[src/rtl/demux_pkg.sv]
// Shared constants, types and helpers for the registered 1-to-4 nibble demultiplexer.
package demux_pkg;

  localparam int LANES  = 4;
  localparam int SEL_W  = 2;
  localparam int LANE_W = 4;

  typedef logic [LANE_W-1:0] lane_t;

  function automatic logic [LANES-1:0] onehot4(input logic [SEL_W-1:0] sel);
    return 4'b0001 << sel;
  endfunction

endpackage

[src/rtl/nibble_lane_reg.sv]
// One output lane: a W-bit holding register with synchronous reset and write enable.
module nibble_lane_reg #(
  parameter int W = 4
) (
  input  logic         i_clk,
  input  logic         i_srst,
  input  logic         i_en,
  input  logic [W-1:0] i_d,
  output logic [W-1:0] o_q
);

  logic [W-1:0] r_q;

  always_ff @(posedge i_clk) begin
    if (i_srst) begin
      r_q <= '0;
    end else if (i_en) begin
      r_q <= i_d;
    end
  end

  assign o_q = r_q;

endmodule

[src/rtl/four_bit_1to4_demux_reg.sv]
// Registered 1-to-4 nibble demux with explicit or round-robin lane selection,
// a written-lane mask and a one-cycle pulse whenever all four lanes are filled.
module four_bit_1to4_demux_reg
  import demux_pkg::*;
#(
  parameter int W = LANE_W
) (
  input  logic             CLOCK_50,
  input  logic             reset,
  input  logic [W-1:0]     d,
  input  logic             load,
  input  logic [SEL_W-1:0] sel,
  input  logic             auto_mode,
  input  logic             restart,
  output logic [4*W-1:0]   q,
  output logic [LANES-1:0] written,
  output logic [SEL_W-1:0] ptr,
  output logic             frame_done
);

  logic [SEL_W-1:0] r_ptr;
  logic [LANES-1:0] r_written;
  logic             r_frame_done;

  logic [SEL_W-1:0] w_target;
  logic             w_write;
  logic [LANES-1:0] w_nw;

  assign w_target = auto_mode ? r_ptr : sel;
  assign w_write  = load & ~restart;
  assign w_nw     = r_written | onehot4(w_target);

  // Lane data is only cleared by reset; restart keeps the last assembled word.
  for (genvar gi = 0; gi < LANES; gi++) begin : g_lane
    logic w_en;
    assign w_en = w_write & (w_target == SEL_W'(gi));

    nibble_lane_reg #(
      .W(W)
    ) u_lane (
      .i_clk (CLOCK_50),
      .i_srst(reset),
      .i_en  (w_en),
      .i_d   (d),
      .o_q   (q[W*gi +: W])
    );
  end

  always_ff @(posedge CLOCK_50) begin
    if (reset || restart) begin
      r_ptr        <= '0;
      r_written    <= '0;
      r_frame_done <= 1'b0;
    end else if (load) begin
      if (auto_mode) begin
        r_ptr <= r_ptr + 1'b1;
      end
      // A completed mask is consumed immediately so the next frame starts empty.
      if (w_nw == 4'b1111) begin
        r_written    <= '0;
        r_frame_done <= 1'b1;
      end else begin
        r_written    <= w_nw;
        r_frame_done <= 1'b0;
      end
    end else begin
      r_frame_done <= 1'b0;
    end
  end

  assign written    = r_written;
  assign ptr        = r_ptr;
  assign frame_done = r_frame_done;

endmodule

[config.mk]
export PLATFORM = sky130hd
export DESIGN_NAME = four_bit_1to4_demux_reg
export DESIGN_NICKNAME = d
export VERILOG_FILES = /design/src/rtl/demux_pkg.sv /design/src/rtl/nibble_lane_reg.sv /design/src/rtl/four_bit_1to4_demux_reg.sv
export SDC_FILE = /design/constraint.sdc
export NUM_CORES = 1
export LEC_CHECK = 0
export ABC_CLOCK_PERIOD_IN_PS = 4680
export CAP_MARGIN = 20
export CORE_AREA = 2 2 86 47
export DETAILED_ROUTE_END_ITERATION = 10
export DIE_AREA = 0 0 88 49
export GPL_TIMING_DRIVEN = 0
export HOLD_SLACK_MARGIN = 0.08
export SLEW_MARGIN = 15
export SYNTH_ARGS = -nofsm -noshare
export SYNTH_HDL_FRONTEND = slang
export SYNTH_SLANG_ARGS = --single-unit
[constraint.sdc]
create_clock -name CLOCK_50 -period 4.68 [get_ports CLOCK_50]
set_clock_uncertainty 0.05 [all_clocks]
set_input_delay 0.468 -clock CLOCK_50 [delete_from_list [all_inputs] [get_ports CLOCK_50]]
set_output_delay 0.468 -clock CLOCK_50 [all_outputs]
set_load 0.02 [all_outputs]
==> metrics.txt, run 1 <==
layout cells sized above 1=11.03%; Num CTS Buffers=3; total grt overflow=0; post-DP HPWL=1932 um; status=finished, final reports clean; Cell Pwr Density=265.5 mW/mm2; CTS Sinks=23; Slew headroom=56.61%; Synthesis Warnings=0; Ant. Diodes=0; CP startpoint kind=input port; Max Fanout on Critical Path=10; Hold Path Cell Cnt=2; antenna violations before repair=0; final-layout fill cell count=359; fin nets=between 100 and 150; Clk pwr share=34.0%; r2r setup slk=2950 ps; Yosys cell types=29; remaining antenna violation count=0; Die Y=slightly below 50 um; crit path kind=in2reg; count of final setup violators=0; CTS hold repair buffers=0; # DRC=0; reg2reg end=written[0]; area delta synth->final=41.79%; Yosys top cell by area=dfxtp_1; Gate power share=13.3%; Multi-input gate area=525.5 um2; largest net degree at the start of global routing=15; Vias=854; fin crit share=43.05%; Initial Util=28.18%; RD Place Congestion=~0.84; hold path start=restart; Setup Buffers After CTS=0; CTS root buf=clkbuf_8; Setup TNS Final=0 ps; first-pass GRT wire length=4250 um; WL/cell=13.34 um; drt pass-1 iters=4; CTS tree=built; switching pwr=around 0.10 mW; VDD IR max=roughly 0.00012 V; synthesized flop and latch total=23; async set-reset flop share out of synthesis=0%; Worst Path Arrival=2110 ps; register area share after synthesis=around 45%; number of enable flip-flop cells after synthesis=0; CP required=4780 ps; CTS max path bufs=2; Via density=4.495; most frequent cell after synthesis=dfxtp_1; commonest cells in the netlist=dfxtp_1 (23), nor2_1 (18), mux2i_1 (16); Reg power frac=52.7%; R2R depth=4; number of global-route vias before repair=834; Final Critical Period=2015 ps; highest clock rate=0.4963 GHz; r2r startpoint=ptr[1]; HP Class=in2reg; cts repair resizes=0; Yosys top cell area share=between 40% and 50%; Worst-Margin Slew=646.5 ps; Synth Flop Type=dfxtp_1; Iter 0 DRT Violations=48; Register Area=460.4 um2; RSZ-0062 raised after global routing=false; Die Area=about 0.0043 mm2; Rows=16; final max-slew violation count=0; IO Count=34; worst hold slack=441.4 ps; endpoints failing hold=0; Reg clk slew, reported paths=~90 ps; Total GRT Usage=12.90%; Synth Cell Area=0.001021 mm2; syn_area_per_cell=10.11 um2; # H-tree levels=1; Port Buffers=31; core area=0.003623 mm2; switching fraction of total power=between 20% and 30%; final wirelength=2535 um; Die Wd=88 um; synth top area cells=dfxtp_1 (45%), mux2i_1 (16%), nor2_1 (6.6%); Gate Count Post-Synth=101; Hold Path End=written[0]; leakage power=about 0.56 nW; Internal Dissipation=0.2841 mW; worst skew pair latency=~270 ps; Setup crit end kind=flop; max cap viols=0; Mapped Nets=112
critical path: stages:
cell and delay [ps]:
clkdlybuf4s50_1 430, buf_4 180, or3b_4 400, a21oi_2 350, mux2i_1 240, nor2_1 60
cell type report:
type | count | share of cell area [%]
multi-input combinational | 71 | 36.30
sequential | 23 | 31.81
timing repair buffer | 31 | 21.43
tap | 54 | 4.667
clock buffer | 3 | 2.852
buffer | 5 | 1.901
clock inverter | 1 | 0.5186
inverter | 2 | 0.5186
placed cells by master (no fill, tap or decap), types with 3 or more instances in the layout:
master	netlist	final
nand2_1	3	3
clkbuf_8	0	3
nor3b_1	3	3
nor2_1	18	18
mux2i_1	16	16
nor3_1	3	3
nand3b_1	3	3
clkdlybuf4s50_1	0	31
dfxtp_1	23	23
metal layers:
| layer | part of all wire [%] | global-route usage (%) | up-vias |
|---|---|---|---|
| met1 | 55 | 19.94 | 410 |
| met3 | 5.4 | 5.245 | 0 |
| li1 | - | - | 426 |
| met2 | 39 | 16.16 | 18 |
| met5 | 0 | 0 | - |
| met4 | 0 | 3.077 | 0 |
cells by family (layout without fill, tap and decap cells):
group	count (synthesis)	in the layout	share of synthesized area (%)
xor gates and xnor gates	2	2	1.716
buffers and inverters	7	42	3.432
muxes	16	16	15.69
and+or+nand+nor	41	41	20.96
DFF	23	23	45.10
AOI/OAI and AO/OA	12	12	13.11
per-stage QoR:
step                      utilization (%)  worst slack (ps)  instance area (um2)  std cells  power, mW
after floorplan                         -              2967                 1021        101     0.2349
after global placement              38.61              2411                 1399        186     0.2572
after detailed placement            38.61              2369                 1399        186     0.2582
after CTS                           39.95              2662                 1448        190     0.3863
after global routing                39.95              2551                 1448        190     0.3993
final                               39.95              2665                 1448        190     0.3843
power by group through the flow:
stage | Combinational (mW) | Clock, mW | Sequential (mW)
6_report | 0.0511 | 0.131 | 0.202
5_1_grt | 0.0549 | 0.141 | 0.203
4_1_cts | 0.0513 | 0.132 | 0.203
3_5_place_dp | 0.0511 | 0 | 0.207
3_3_place_gp | 0.0503 | 0 | 0.207
2_1_floorplan | 0.0235 | 0 | 0.211
state kept, by name, indices dropped and copies added, names as in the netlist:
register,flops
ptr,2
written,4
frame_done,1
g_lane.u_lane.o_q,16
how the worst max path moves through the flow:
stage	from	to	slack [ps]	depth (start not counted)
after floorplan	ptr[1]	written[0]	2970	4
after global placement	auto_mode	g_lane[2].u_lane.o_q[1]	2410	6
after detailed placement	auto_mode	g_lane[2].u_lane.o_q[0]	2370	6
after CTS	auto_mode	g_lane[2].u_lane.o_q[0]	2660	6
after global routing	auto_mode	g_lane[2].u_lane.o_q[3]	2550	6
final	auto_mode	g_lane[2].u_lane.o_q[0]	2670	6
(Power assumes the default switching activity.)
==> run 2, diff against run 1 <==
- ABC_CLOCK_PERIOD_IN_PS: 4680 -> 2100
- clock period: 4.68 -> 2.1 ns (I/O delays scaled with it)
==> results of run 2 <==
Same layout as run 1 (identical final DEF). Status: finished, final reports clean.
Among the figures that moved: setup slack after placement 2369 ps -> 46.67 ps; setup slack after layout 2665 ps -> 343.1 ps; hold slack 441.4 ps -> 183.4 ps; register-to-register setup slack 2950 ps -> 370 ps; total power 0.3843 mW -> 0.8565 mW; worst IR drop on VDD 0.0001203 V -> 0.0002681 V
==> patch, RTL diff (settings of run 2) <==
Register the inputs `d`, `load`, `sel`, `auto_mode` and `restart` before use, without a reset. The logic sees them one clock later.
--- a/src/rtl/four_bit_1to4_demux_reg.sv
+++ b/src/rtl/four_bit_1to4_demux_reg.sv
@@ -18,6 +18,20 @@
   output logic             frame_done
 );
 
+  logic [W-1:0] d_q;
+  logic load_q;
+  logic [SEL_W-1:0] sel_q;
+  logic auto_mode_q;
+  logic restart_q;
+
+  always_ff @(posedge CLOCK_50) begin
+    d_q         <= d;
+    load_q      <= load;
+    sel_q       <= sel;
+    auto_mode_q <= auto_mode;
+    restart_q   <= restart;
+  end
+
   logic [SEL_W-1:0] r_ptr;
   logic [LANES-1:0] r_written;
   logic             r_frame_done;
@@ -26,8 +40,8 @@
   logic             w_write;
   logic [LANES-1:0] w_nw;
 
-  assign w_target = auto_mode ? r_ptr : sel;
-  assign w_write  = load & ~restart;
+  assign w_target = auto_mode_q ? r_ptr : sel_q;
+  assign w_write  = load_q & ~restart_q;
   assign w_nw     = r_written | onehot4(w_target);
 
   // Lane data is only cleared by reset; restart keeps the last assembled word.
@@ -41,18 +55,18 @@
       .i_clk (CLOCK_50),
       .i_srst(reset),
       .i_en  (w_en),
-      .i_d   (d),
+      .i_d   (d_q),
       .o_q   (q[W*gi +: W])
     );
   end
 
   always_ff @(posedge CLOCK_50) begin
-    if (reset || restart) begin
+    if (reset || restart_q) begin
       r_ptr        <= '0;
       r_written    <= '0;
       r_frame_done <= 1'b0;
-    end else if (load) begin
-      if (auto_mode) begin
+    end else if (load_q) begin
+      if (auto_mode_q) begin
         r_ptr <= r_ptr + 1'b1;
       end
       // A completed mask is consumed immediately so the next frame starts empty.
Check against the original RTL: not equivalent (a bounded check fails within 4 cycles, from zero or initial values and one cycle with reset high).
==> patch against run 2 <==
  * Total power rose by 63%
  * Die area is the same
  * Via count grew 3.7%
  * Area after synthesis up 15%
  * Sequential cell count grew 9
  * Setup slack improved by 0.066 ns
  * Cell area is 17% higher
  * Sequential power grew 42%
  * Wire length is 5.4% higher
  * Critical path type is now reg2reg
  * Largest power group is now clock
  * Highest routed layer is now met4
==> patch: results (changes against run 2) <==
| Metric | Value |
|---|---|
| Initial DRC count | `34 (-29%)` |
| Multiplexer share of the synthesized area | `0.154 (-0.00334)` |
| Hold_ws | `0.206 ns (+0.0222 ns)` |
| Total GRT Usage | `0.138 (+0.00938)` |
| Synth area leaders | `dfxtp_1, mux2i_1, nor2_1` |
| R2R Path Start | `auto_mode_q$_DFF_P_` |
| Hold endpoint | `g_lane[0].u_lane.o_q[3]$_SDFFE_PP0P_` |
| Global-route wire length before repair | `4420 µm (+4.0%)` |
| Layout cells sized above 1 | `0.102 (-0.00825)` |
| CTS buffer count | `5 (+2)` |
| Placer Congestion | `0.761 (-9.9%)` |
| Worst Min Path Start | `reset` |
| Worst endpoint data arrival time | `1.80 ns (-0.06 ns)` |
| Fill cell count | `349 (-2.8%)` |
| Worst R2R Path Depth | `5 (+1)` |
| Compound-gate portion of the synthesized area | `0.0586 (-0.0725)` |
| Register area share after synthesis | `0.546 (+0.0949)` |
| Worst r2r dst | `g_lane[0].u_lane.o_q[0]$_SDFFE_PP0P_` |
| Worst relative slew slack | `0.571 (+0.00463)` |
| Outcome | `complete, no violations` |
| Syn Nets | `118 (+5.4%)` |
| Distinct cells, synth | `30 (+3.4%)` |
| Pin count of the biggest net entering global routing | `11 (-4)` |
| Clock slew at reported path FFs | `0.07 ns (-0.02 ns)` |
| Avg Vias per Cell | `4.41 (-1.9%)` |
-- patch: report_power, final --
group	switching, W	leakage [nW]	internal (W)
sequential	0.0000162	0.262	0.000626
combinational	0.0000537	0.360	0.0000578
clock	0.000225	0.0645	0.000418
-- patch: worst max-delay path, cell delays in order (launching register included) --
cell and delay, ns:
dfxtp_1 0.35, buf_6 0.15, mux2i_1 0.32, nand4_1 0.37
mux2i_1 0.26, nor2_1 0.06
-- patch: metrics by stage --
stage          cell area (µm²)  utilization  setup WS, ns  cells
2_1_floorplan             1170            -         0.615    107
3_3_place_gp              1560        0.431         0.434    193
3_5_place_dp              1560        0.431         0.405    193
4_1_cts                   1690        0.466         0.396    201
5_1_grt                   1690        0.466         0.253    201
6_report                  1690        0.466         0.409    201
-- patch: metal layers --
metal | GRT usage | wire, µm | up-vias
met5 | 0 | 0 | -
met4 | 0.0538 | 34 | 0
met3 | 0.0491 | 131 | 5
met2 | 0.177 | 1030 | 24
met1 | 0.208 | 1480 | 408
li1 | - | - | 449
-- patch: cells by family (layout without fill, tap and decap cells) --
logic type	after synthesis	in the layout
compound gates	10	10
flops	32	32
simple gates	38	38
mux	18	18
xor+xnor	1	1
buf+inv	8	48
-- patch: how the worst max path moves through the flow --
stage                                   start                                   end  slack, ns  cells after the start
after floorplan           ptr[0]$_SDFFE_PP0P_  g_lane[1].u_lane.o_q[0]$_SDFFE_PP0P_       0.62                      4
after global placement    auto_mode_q$_DFF_P_  g_lane[1].u_lane.o_q[1]$_SDFFE_PP0P_       0.43                      5
after detailed placement  auto_mode_q$_DFF_P_  g_lane[1].u_lane.o_q[1]$_SDFFE_PP0P_       0.41                      5
after CTS                 auto_mode_q$_DFF_P_  g_lane[1].u_lane.o_q[1]$_SDFFE_PP0P_       0.40                      5
after global routing      auto_mode_q$_DFF_P_  g_lane[0].u_lane.o_q[2]$_SDFFE_PP0P_       0.25                      5
final                     auto_mode_q$_DFF_P_  g_lane[0].u_lane.o_q[0]$_SDFFE_PP0P_       0.41                      5
-- patch: cell type report --
type / count / area [µm²] / area share
Clock inverter: 1 / 30.0 / 0.0178
Inverter: 3 / 11.3 / 0.00667
Sequential cell: 32 / 641 / 0.380
Timing Repair Buffer: 32 / 320 / 0.190
Buffer: 5 / 30.0 / 0.0178
Multi-Input combinational cell: 67 / 492 / 0.291
Clock buffer: 7 / 96.3 / 0.0571
Tap cell: 54 / 67.6 / 0.0400
